===== config.mk =====
export PLATFORM = sky130hd
export DESIGN_NAME = uart_tx_arbiter
export DESIGN_NICKNAME = d
export VERILOG_FILES = /design/src/rtl/uart_arb_pkg.sv /design/src/rtl/uart_tx_arbiter_rr_pick.sv /design/src/rtl/uart_tx_arbiter.sv
export SDC_FILE = /design/constraint.sdc
export NUM_CORES = 1
export LEC_CHECK = 0
export ABC_AREA = 1
export CORE_ASPECT_RATIO = 0.8
export CORE_MARGIN = 2
export CORE_UTILIZATION = 50
export DETAILED_ROUTE_END_ITERATION = 8
export GPL_TIMING_DRIVEN = 0
export HOLD_SLACK_MARGIN = 0.03
export PLACE_DENSITY = 0.86
export SETUP_SLACK_MARGIN = 0.3
export SLEW_MARGIN = 40
export SYNTH_ARGS = -nofsm -noshare
export SYNTH_HDL_FRONTEND = slang
export SYNTH_SLANG_ARGS = --single-unit

===== constraint.sdc =====
create_clock -name clock -period 5.6 [get_ports clock]
set_clock_uncertainty 0.05 [all_clocks]
set_input_delay 1.12 -clock clock [delete_from_list [all_inputs] [get_ports clock]]
set_output_delay 1.12 -clock clock [all_outputs]
set_load 0.01 [all_outputs]

===== src/rtl/uart_arb_pkg.sv =====
// rtl/uart_arb_pkg.sv - shared types and constants for the UART transmit arbiter
package uart_arb_pkg;

    typedef enum logic [1:0] {
        ARB_IDLE,
        ARB_SEND,
        ARB_WAIT
    } arb_state_t;

    localparam int UART_DATA_W     = 8;
    localparam int DEFAULT_TIMEOUT = 16;

endpackage


===== src/rtl/uart_tx_arbiter_rr_pick.sv =====
// rtl/uart_tx_arbiter_rr_pick.sv - combinational round-robin winner search
module rr_pick #(
    parameter int NUM_REQ = 4
) (
    input  logic [NUM_REQ-1:0]         req,
    input  logic [$clog2(NUM_REQ)-1:0] last,
    output logic [NUM_REQ-1:0]         gnt,
    output logic [$clog2(NUM_REQ)-1:0] gnt_id
);

    localparam int IDW = $clog2(NUM_REQ);

    logic [IDW-1:0] idx;
    logic           found;

    // Search upward from last+1; the final step (k = NUM_REQ) revisits last itself.
    always_comb begin
        gnt    = '0;
        gnt_id = '0;
        found  = 1'b0;
        idx    = '0;
        for (int k = 1; k <= NUM_REQ; k++) begin
            idx = IDW'((int'(last) + k) % NUM_REQ);
            if (!found && req[idx]) begin
                found    = 1'b1;
                gnt[idx] = 1'b1;
                gnt_id   = idx;
            end
        end
    end

endmodule


===== src/rtl/uart_tx_arbiter.sv =====
// rtl/uart_tx_arbiter.sv - round-robin sharing of one UART byte transmitter with a start watchdog
module uart_tx_arbiter
    import uart_arb_pkg::*;
#(
    parameter int NUM_REQ = 4,
    parameter int TIMEOUT = DEFAULT_TIMEOUT
) (
    input  logic                           clock,
    input  logic                           reset_n,
    input  logic [NUM_REQ-1:0]             req_valid,
    input  logic [UART_DATA_W*NUM_REQ-1:0] req_data,
    output logic [NUM_REQ-1:0]             req_ready,
    output logic                           uart_send,
    output logic [UART_DATA_W-1:0]         uart_data,
    input  logic                           uart_done,
    output logic [$clog2(NUM_REQ)-1:0]     grant_id,
    output logic                           busy,
    output logic                           timeout_err
);

    localparam int IDW = $clog2(NUM_REQ);
    localparam int WDW = $clog2(TIMEOUT);

    arb_state_t             state_q;
    logic                   send_q;
    logic [UART_DATA_W-1:0] data_q;
    logic [IDW-1:0]         gid_q;
    logic                   busy_q;
    logic                   terr_q;
    logic [WDW-1:0]         wd_q;
    logic [IDW-1:0]         last_q;

    logic [NUM_REQ-1:0]     pick_gnt;
    logic [IDW-1:0]         pick_id;
    logic [UART_DATA_W-1:0] pick_byte;
    logic                   can_grant;
    logic                   xfer;

    rr_pick #(
        .NUM_REQ (NUM_REQ)
    ) u_pick (
        .req    (req_valid),
        .last   (last_q),
        .gnt    (pick_gnt),
        .gnt_id (pick_id)
    );

    always_comb begin
        pick_byte = '0;
        for (int i = 0; i < NUM_REQ; i++) begin
            if (pick_gnt[i]) begin
                pick_byte = req_data[UART_DATA_W*i +: UART_DATA_W];
            end
        end
    end

    // reset_n gates ready so no handshake is offered while reset is held.
    assign can_grant = reset_n && (state_q == ARB_IDLE) && uart_done;
    assign req_ready = can_grant ? pick_gnt : '0;
    assign xfer      = |req_ready;

    always_ff @(posedge clock or negedge reset_n) begin
        if (!reset_n) begin
            state_q <= ARB_IDLE;
            send_q  <= 1'b0;
            data_q  <= '0;
            gid_q   <= '0;
            busy_q  <= 1'b0;
            terr_q  <= 1'b0;
            wd_q    <= '0;
            last_q  <= IDW'(NUM_REQ - 1);
        end else begin
            terr_q <= 1'b0;
            case (state_q)
                ARB_IDLE: begin
                    if (xfer) begin
                        state_q <= ARB_SEND;
                        send_q  <= 1'b1;
                        data_q  <= pick_byte;
                        gid_q   <= pick_id;
                        wd_q    <= '0;
                        busy_q  <= 1'b1;
                    end
                end
                ARB_SEND: begin
                    // A falling done takes precedence over a watchdog expiring on the same edge.
                    if (!uart_done) begin
                        send_q  <= 1'b0;
                        state_q <= ARB_WAIT;
                    end else if (wd_q == WDW'(TIMEOUT - 1)) begin
                        send_q  <= 1'b0;
                        terr_q  <= 1'b1;
                        last_q  <= gid_q;
                        busy_q  <= 1'b0;
                        state_q <= ARB_IDLE;
                    end else begin
                        wd_q <= wd_q + WDW'(1);
                    end
                end
                ARB_WAIT: begin
                    if (uart_done) begin
                        last_q  <= gid_q;
                        busy_q  <= 1'b0;
                        state_q <= ARB_IDLE;
                    end
                end
                default: begin
                    state_q <= ARB_IDLE;
                    send_q  <= 1'b0;
                    busy_q  <= 1'b0;
                end
            endcase
        end
    end

    assign uart_send   = send_q;
    assign uart_data   = data_q;
    assign grant_id    = gid_q;
    assign busy        = busy_q;
    assign timeout_err = terr_q;

endmodule


==> results.yml, run 1 <==
critical_path:
  r2r_cells: 14
  cp_num_buf_inv: 4
  r2r_setup_slack_ns: 2.84
  cp-end-kind: "primary output"
  critPathSlowestCell: "clkdlybuf4s50_1"
  crit_fanout: 8
  path_depth: 9
  rr_startpoint: "last_q[0]$_DFFE_PN1P_"
  cp-start-kind: "input pin"
  arrival_ns: 3.18
  rr_endpoint: "uart_data[7]$_DFFE_PN0P_"
  worstSetupStartpoint: "req_valid[2]"
  path_cells: "clkdlybuf4s50_1, inv_1, nand2_1, a21oi_1, nand4_1, nand3_4, nand2_1, inv_1, clkdlybuf4s50_1"
  slowest_delay_ns: 0.52
  required_ns: 4.43
  timing.critical_path.to: "req_ready[2]"
  crit_type: "input pin to primary output"
  critical-path-top-delay-family: "buffers and inverters"
power_and_ir_drop:
  peakVddDrop_uv: 341
  p_per_area_nw_per_um2: 587
  power_leakage_nw: 1.20
sta:
  finalSetupViolCount: 0
  worstMarginPinSlew_ns: 0.459
  drv_slew: 0
  max_slew_margin: 0.694
  setup_tns_ns: 0
  finalHoldViolations: 0
  rsz0062_at_grt: "false"
  finalCritPeriodShare: 0.777
  fmax_ghz: 0.230
  finalCriticalPeriod_ns: 4.35
grt:
  antenna_found_initial: 0
  grt_max_degree: 23
  grtUsageTotal: 0.219
  grt_pass1_vias: 1659
  grt_pass1_wl_um: 7160
  grt-ovfl-total: 0
drt:
  drt_iter0_drc: 100
  routed_wl_um: 4330
  drt_pass1_iterations: 4
  routedWlPerCell_um: 12.5
  detail-route-antenna-nets: 0
  via_count: 1802
  via_per_inst: 5.19
  drcViolationCount: 0
clock_network:
  postCtsResizedCells: 0
  h-tree-depth: 1
  post_cts.repair.setup_buffers: 0
  cts_inserted_buffers: 3
  hold_buffers: 0
  clk_latency_ns: 0.26
  cts_tree: "built"
  clk_pin_slew_ns: 0.07
  cts_buffer_depth: 2
  root_buffer: "clkbuf_8"
  clock_sinks: 21
die:
  dieArea_um2: 3960
  fp.dieW_um: 69.8
  coreArea_um2: 3380
  io_pins: 56
  start_util: 0.514
  num_rows: 19
  die_h_um: 56.7
synth:
  synthFlopType: "dfrtp_1"
  syn_area_um2: 1730
  async_reset_ff_frac: 1.00
  synth_cell_types: 32
  synth-seq-area-share: 0.304
  synth_cells: 246
  syn_nets: 294
  avgSynthCellArea_um2: 7.05
  synth_seq_cells: 21
  synth_edf_count: 0
  ys_warn_count: 0
cells_and_area:
  post-route-cell-area_um2: 2380
  most-common-layout-cells: "nand2_1, clkdlybuf4s50_1, inv_1, a21oi_1, nor2_1"
  fill_cells: 283
  postLayoutCoreUtil: 0.705
  final_cells: 347
  antenna_cells: 0
  nNetsFinal: 354
  area_growth_pct: 37.2
  drive_gt1_frac: 0.121
  layout_commonest_cell: "nand2_1"
status:
  status: "finished, final reports clean"
place:
  numPortBuffers: 55
  gp_congestion: 0.904
  post_dp_cell_area_um2: 2330
  dp_hpwl_um: 3340
  dp_cells: 343
flow_run:
  cap_violations: 0
worst_hold_path:
  hp-class: "register to register"
==> synth_stat cells (2+ instances only) <==
master / count / area (um2)
nand2_1: 60 / 225
inv_1: 31 / 116
a21oi_1: 28 / 140
nor2_1: 27 / 101
nand3_1: 23 / 115
dfrtp_1: 19 / 475
ha_1: 9 / 113
nand2_2: 8 / 50.1
nand4_1: 7 / 43.8
nand3_2: 3 / 30.0
nand3_4: 3 / 52.6
a21boi_0: 2 / 15.0
a21oi_4: 2 / 32.5
buf_2: 2 / 10.0
dfstp_2: 2 / 52.6
inv_2: 2 / 7.51
o21ai_0: 2 / 10.0
o21ai_1: 2 / 10.0
==> registers in the layout, summed over array words and instances (netlist names) <==
| signal | count |
|---|---|
| state_q | 2 |
| wd_q | 4 |
| timeout_err | 1 |
| last_q | 2 |
| uart_data | 8 |
| grant_id | 2 |
| uart_send | 1 |
| busy | 1 |
==> kinds of logic (layout without fill, tap and decap cells) <==
family	Yosys count	count (layout)	synth area share
AND/OR/NAND/NOR	138	138	0.398
AO/OA/AOI/OAI	40	40	0.141
buffers and inverters	37	96	0.0873
flip-flops	21	21	0.304
adder cells (fa/ha/maj)	9	9	0.0649
XOR/XNOR	1	1	0.00505
==> cell type report <==
type | count | area (um2) | area share
tap | 42 | 52.6 | 0.0221
clock inverter | 1 | 5.00 | 0.00210
clock buffer | 3 | 41.3 | 0.0174
multi-input combinational | 188 | 1050 | 0.443
timing repair buffer | 55 | 546 | 0.229
inverter | 34 | 130 | 0.0547
buffer | 3 | 21.3 | 0.00894
sequential | 21 | 528 | 0.222
==> worst min-delay path by stage <==
stage	startpoint	slack [ns]	to	depth (start not counted)
after floorplan	wd_q[1]$_DFFE_PN0P_	0.45	wd_q[1]$_DFFE_PN0P_	2
after global placement	busy$_DFFE_PN0P_	0.42	busy$_DFFE_PN0P_	2
after CTS	uart_send$_DFFE_PN0P_	0.44	uart_send$_DFFE_PN0P_	2
after detailed placement	uart_send$_DFFE_PN0P_	0.41	uart_send$_DFFE_PN0P_	2
after global routing	uart_send$_DFFE_PN0P_	0.48	uart_send$_DFFE_PN0P_	2
final	uart_send$_DFFE_PN0P_	0.44	uart_send$_DFFE_PN0P_	2
==> layer usage <==
layer  wire, um  GRT usage  up-vias
li1           -          -      913
met1       2030      0.303      810
met2       1900      0.355       68
met3        339     0.0395       11
met4         55     0.0577        0
met5          0          0        -
==> through the flow <==
stage | total power, W | hold slack [ns] | setup slack [ns]
finish | 0.00140 | 0.435 | 1.25
detailed placement | 0.00130 | 0.412 | 1.29
global route | 0.00154 | 0.479 | 1.04
global placement | 0.00127 | 0.419 | 1.14
CTS | 0.00140 | 0.438 | 1.28
floorplan | 0.000995 | 0.452 | 2.43
==> tightest hold or removal path, delay by kind of cell, from the launching register on <==
family,cells,cell delay [ns]
AND/OR/NAND/NOR,2,0.10
flip-flops,1,0.35
==> where the power goes <==
group | total (W) | switching [W] | leakage (nW) | internal (W)
Sequential | 0.000271 | 0.0000497 | 0.258 | 0.000221
Clock | 0.0000966 | 0.0000471 | 0.0255 | 0.0000495
Combinational | 0.00103 | 0.000631 | 0.914 | 0.000397
No activity file was read; power rests on OpenSTA's default activity.
==> run 2, diff against run 1 <==
--- a/config.mk
+++ b/config.mk
@@ -8,11 +8,11 @@
 export ABC_AREA = 1
 export CORE_ASPECT_RATIO = 0.8
 export CORE_MARGIN = 2
-export CORE_UTILIZATION = 50
+export CORE_UTILIZATION = 46
 export DETAILED_ROUTE_END_ITERATION = 8
 export GPL_TIMING_DRIVEN = 0
 export HOLD_SLACK_MARGIN = 0.03
-export PLACE_DENSITY = 0.86
+export PLACE_DENSITY = 0.8
 export SETUP_SLACK_MARGIN = 0.3
 export SLEW_MARGIN = 40
 export SYNTH_ARGS = -nofsm -noshare
==> constraint.sdc (replaced) <==
create_clock -name clock -period 4.5 [get_ports clock]
set_clock_uncertainty 0.05 [all_clocks]
set_input_delay 0.9 -clock clock [delete_from_list [all_inputs] [get_ports clock]]
set_output_delay 0.9 -clock clock [all_outputs]
set_load 0.01 [all_outputs]
==> run 2 against run 1 <==
Compared with the run above:
- clock power up 23%
- critical path depth unchanged
- largest cell class unchanged
- combinational power up 26%
==> results.yml, run 2 (synthesis gave the netlist of run 1 again) <==
clock_network:
  hold_buffers: 0
  clk_latency_ns: 0.26
  cts_inserted_buffers: 3
  post_cts.repair.setup_buffers: 0
  cts_buffer_depth: 2
  cts_tree: "built"
  clock_sinks: 21
  root_buffer: "clkbuf_8"
  clk_pin_slew_ns: 0.07
  h-tree-depth: 1
  postCtsResizedCells: 0
die:
  die_h_um: 58.9
  coreArea_um2: 3520
  fp.dieW_um: 72.6
  start_util: 0.493
  num_rows: 19
  io_pins: 56
  dieArea_um2: 4280
critical_path:
  arrival_ns: 2.98
  cp-start-kind: "input pin"
  required_ns: 3.55
  rr_startpoint: "last_q[0]$_DFFE_PN1P_"
  crit_type: "input pin to primary output"
  critPathSlowestCell: "clkdlybuf4s50_1"
  cp-end-kind: "primary output"
  slowest_delay_ns: 0.53
  cp_num_buf_inv: 4
  critical-path-top-delay-family: "buffers and inverters"
  path_depth: 9
  path_cells: "clkdlybuf4s50_1, inv_1, nand2_1, a21oi_1, nand4_1, nand3_4, nand2_1, inv_1, clkdlybuf4s50_1"
  crit_fanout: 10
  r2r_cells: 14
  rr_endpoint: "uart_data[7]$_DFFE_PN0P_"
  r2r_setup_slack_ns: 1.72
drt:
  via_per_inst: 5.11
  drcViolationCount: 0
  drt_pass1_iterations: 5
  via_count: 1773
  detail-route-antenna-nets: 0
  drt_iter0_drc: 60
  routed_wl_um: 4510
  routedWlPerCell_um: 13.0
grt:
  grt_pass1_vias: 1594
  grt_busiest_layer: "met2"
  grtUsageTotal: 0.219
  gr-usage-met3: 0.0565
  met2_usage: 0.348
  antenna_found_initial: 0
  grt.met1_usage: 0.314
  grt-ovfl-total: 0
  grt_pass1_wl_um: 7380
  grt_max_degree: 23
power_and_ir_drop:
  p_per_area_nw_per_um2: 738
  clkPwrFrac: 0.068
  power_leakage_nw: 1.20
  internal_power_w: 0.000831
  power_switching_w: 0.000924
  p_comb_frac: 0.740
  peakVddDrop_uv: 391
  p_sw_frac: 0.527
  seq_power_share: 0.192
sta:
  setup_tns_ns: 0
  worstMarginPinSlew_ns: 0.460
  timing.final.ws_setup_ns: 0.574
  rsz0062_at_grt: "false"
  finalCritPeriodShare: 0.872
  finalSetupViolCount: 0
  max_slew_margin: 0.693
  finalHoldViolations: 0
  drv_slew: 0
  finalCriticalPeriod_ns: 3.93
  fmax_ghz: 0.255
cells_and_area:
  nNetsFinal: 354
  drive_gt1_frac: 0.121
  antenna_cells: 0
  most-common-layout-cells: "nand2_1, clkdlybuf4s50_1, inv_1, a21oi_1, nor2_1"
  fill_cells: 313
  area_growth_pct: 37.2
  largest_reg_flops: 8
  layout_commonest_cell: "nand2_1"
worst_hold_path:
  min_from: "uart_send$_DFFE_PN0P_"
  hold_path_depth: 2
  hp-class: "register to register"
  hold_path_end: "uart_send$_DFFE_PN0P_"
flow_run:
  cap_violations: 0
place:
  dp_hpwl_um: 3500
  dp_slack_ns: 0.649
  gp_congestion: 0.885
  numPortBuffers: 55
status:
  status: "finished, final reports clean"
## run 2: cell counts in the layout (fill, tap and decap cells not counted)
No cell type changed its count.
## run 2: worst register-to-register path, cell delays in order (launching register included)
cell	delay, ns
dfstp_2	0.65
inv_2	0.16
ha_1	0.37
inv_1	0.12
nand3_1	0.08
nand2_1	0.06
and2b_4	0.20
nand3_1	0.11
nand3_4	0.13
nand2_1	0.12
nand2_2	0.09
nor2_8	0.22
buf_6	0.18
nor2_2	0.04
a21oi_2	0.12
## run 2: through the flow
stage / instances / cell area, um2 / util / hold slack [ns] / power [W]
final: 347 / 2380 / 0.676 / 0.447 / 0.00176
after global routing: 347 / 2380 / 0.676 / 0.473 / 0.00194
after CTS: 347 / 2380 / 0.676 / 0.448 / 0.00176
after detailed placement: 343 / 2330 / 0.663 / 0.421 / 0.00164
after global placement: 343 / 2340 / 0.664 / 0.420 / 0.00161
after floorplan: 246 / 1730 / - / 0.452 / 0.00124
## run 2: worst max path at each step
stage / start / end / slack (ns)
4_1_cts: req_valid[2] / req_ready[1] / 0.63
3_5_place_dp: req_valid[3] / req_ready[1] / 0.65
6_report: req_valid[2] / req_ready[1] / 0.57
2_1_floorplan: last_q[0]$_DFFE_PN1P_ / req_ready[1] / 1.64
3_3_place_gp: reset_n / req_ready[2] / 0.47
5_1_grt: req_valid[0] / req_ready[1] / 0.34
## run 2: layer usage
layer  share of wire  vias up
met5               0        -
met1            0.49      778
met3           0.092        2
met4          0.0018        0
li1                -      914
met2            0.42       79
## run 2: layout make-up
type	count	area (um2)	area share
flip-flops and latches	21	528	0.222
repair buffers	55	546	0.229
plain buffers	3	21.3	0.00894
clock buffers	3	41.3	0.0174
multi-input cells	188	1050	0.443
inverters	34	130	0.0547
well taps	42	52.6	0.0221
clock inverters	1	5.00	0.00210
## run 2: power groups by stage
stage / Sequential [W] / Combinational [W] / Clock (W)
after floorplan: 0.000354 / 0.000884 / 0
after global placement: 0.000338 / 0.00127 / 0
after detailed placement: 0.000339 / 0.00130 / 0
after CTS: 0.000337 / 0.00130 / 0.000124
after global routing: 0.000348 / 0.00146 / 0.000129
final: 0.000336 / 0.00130 / 0.000119
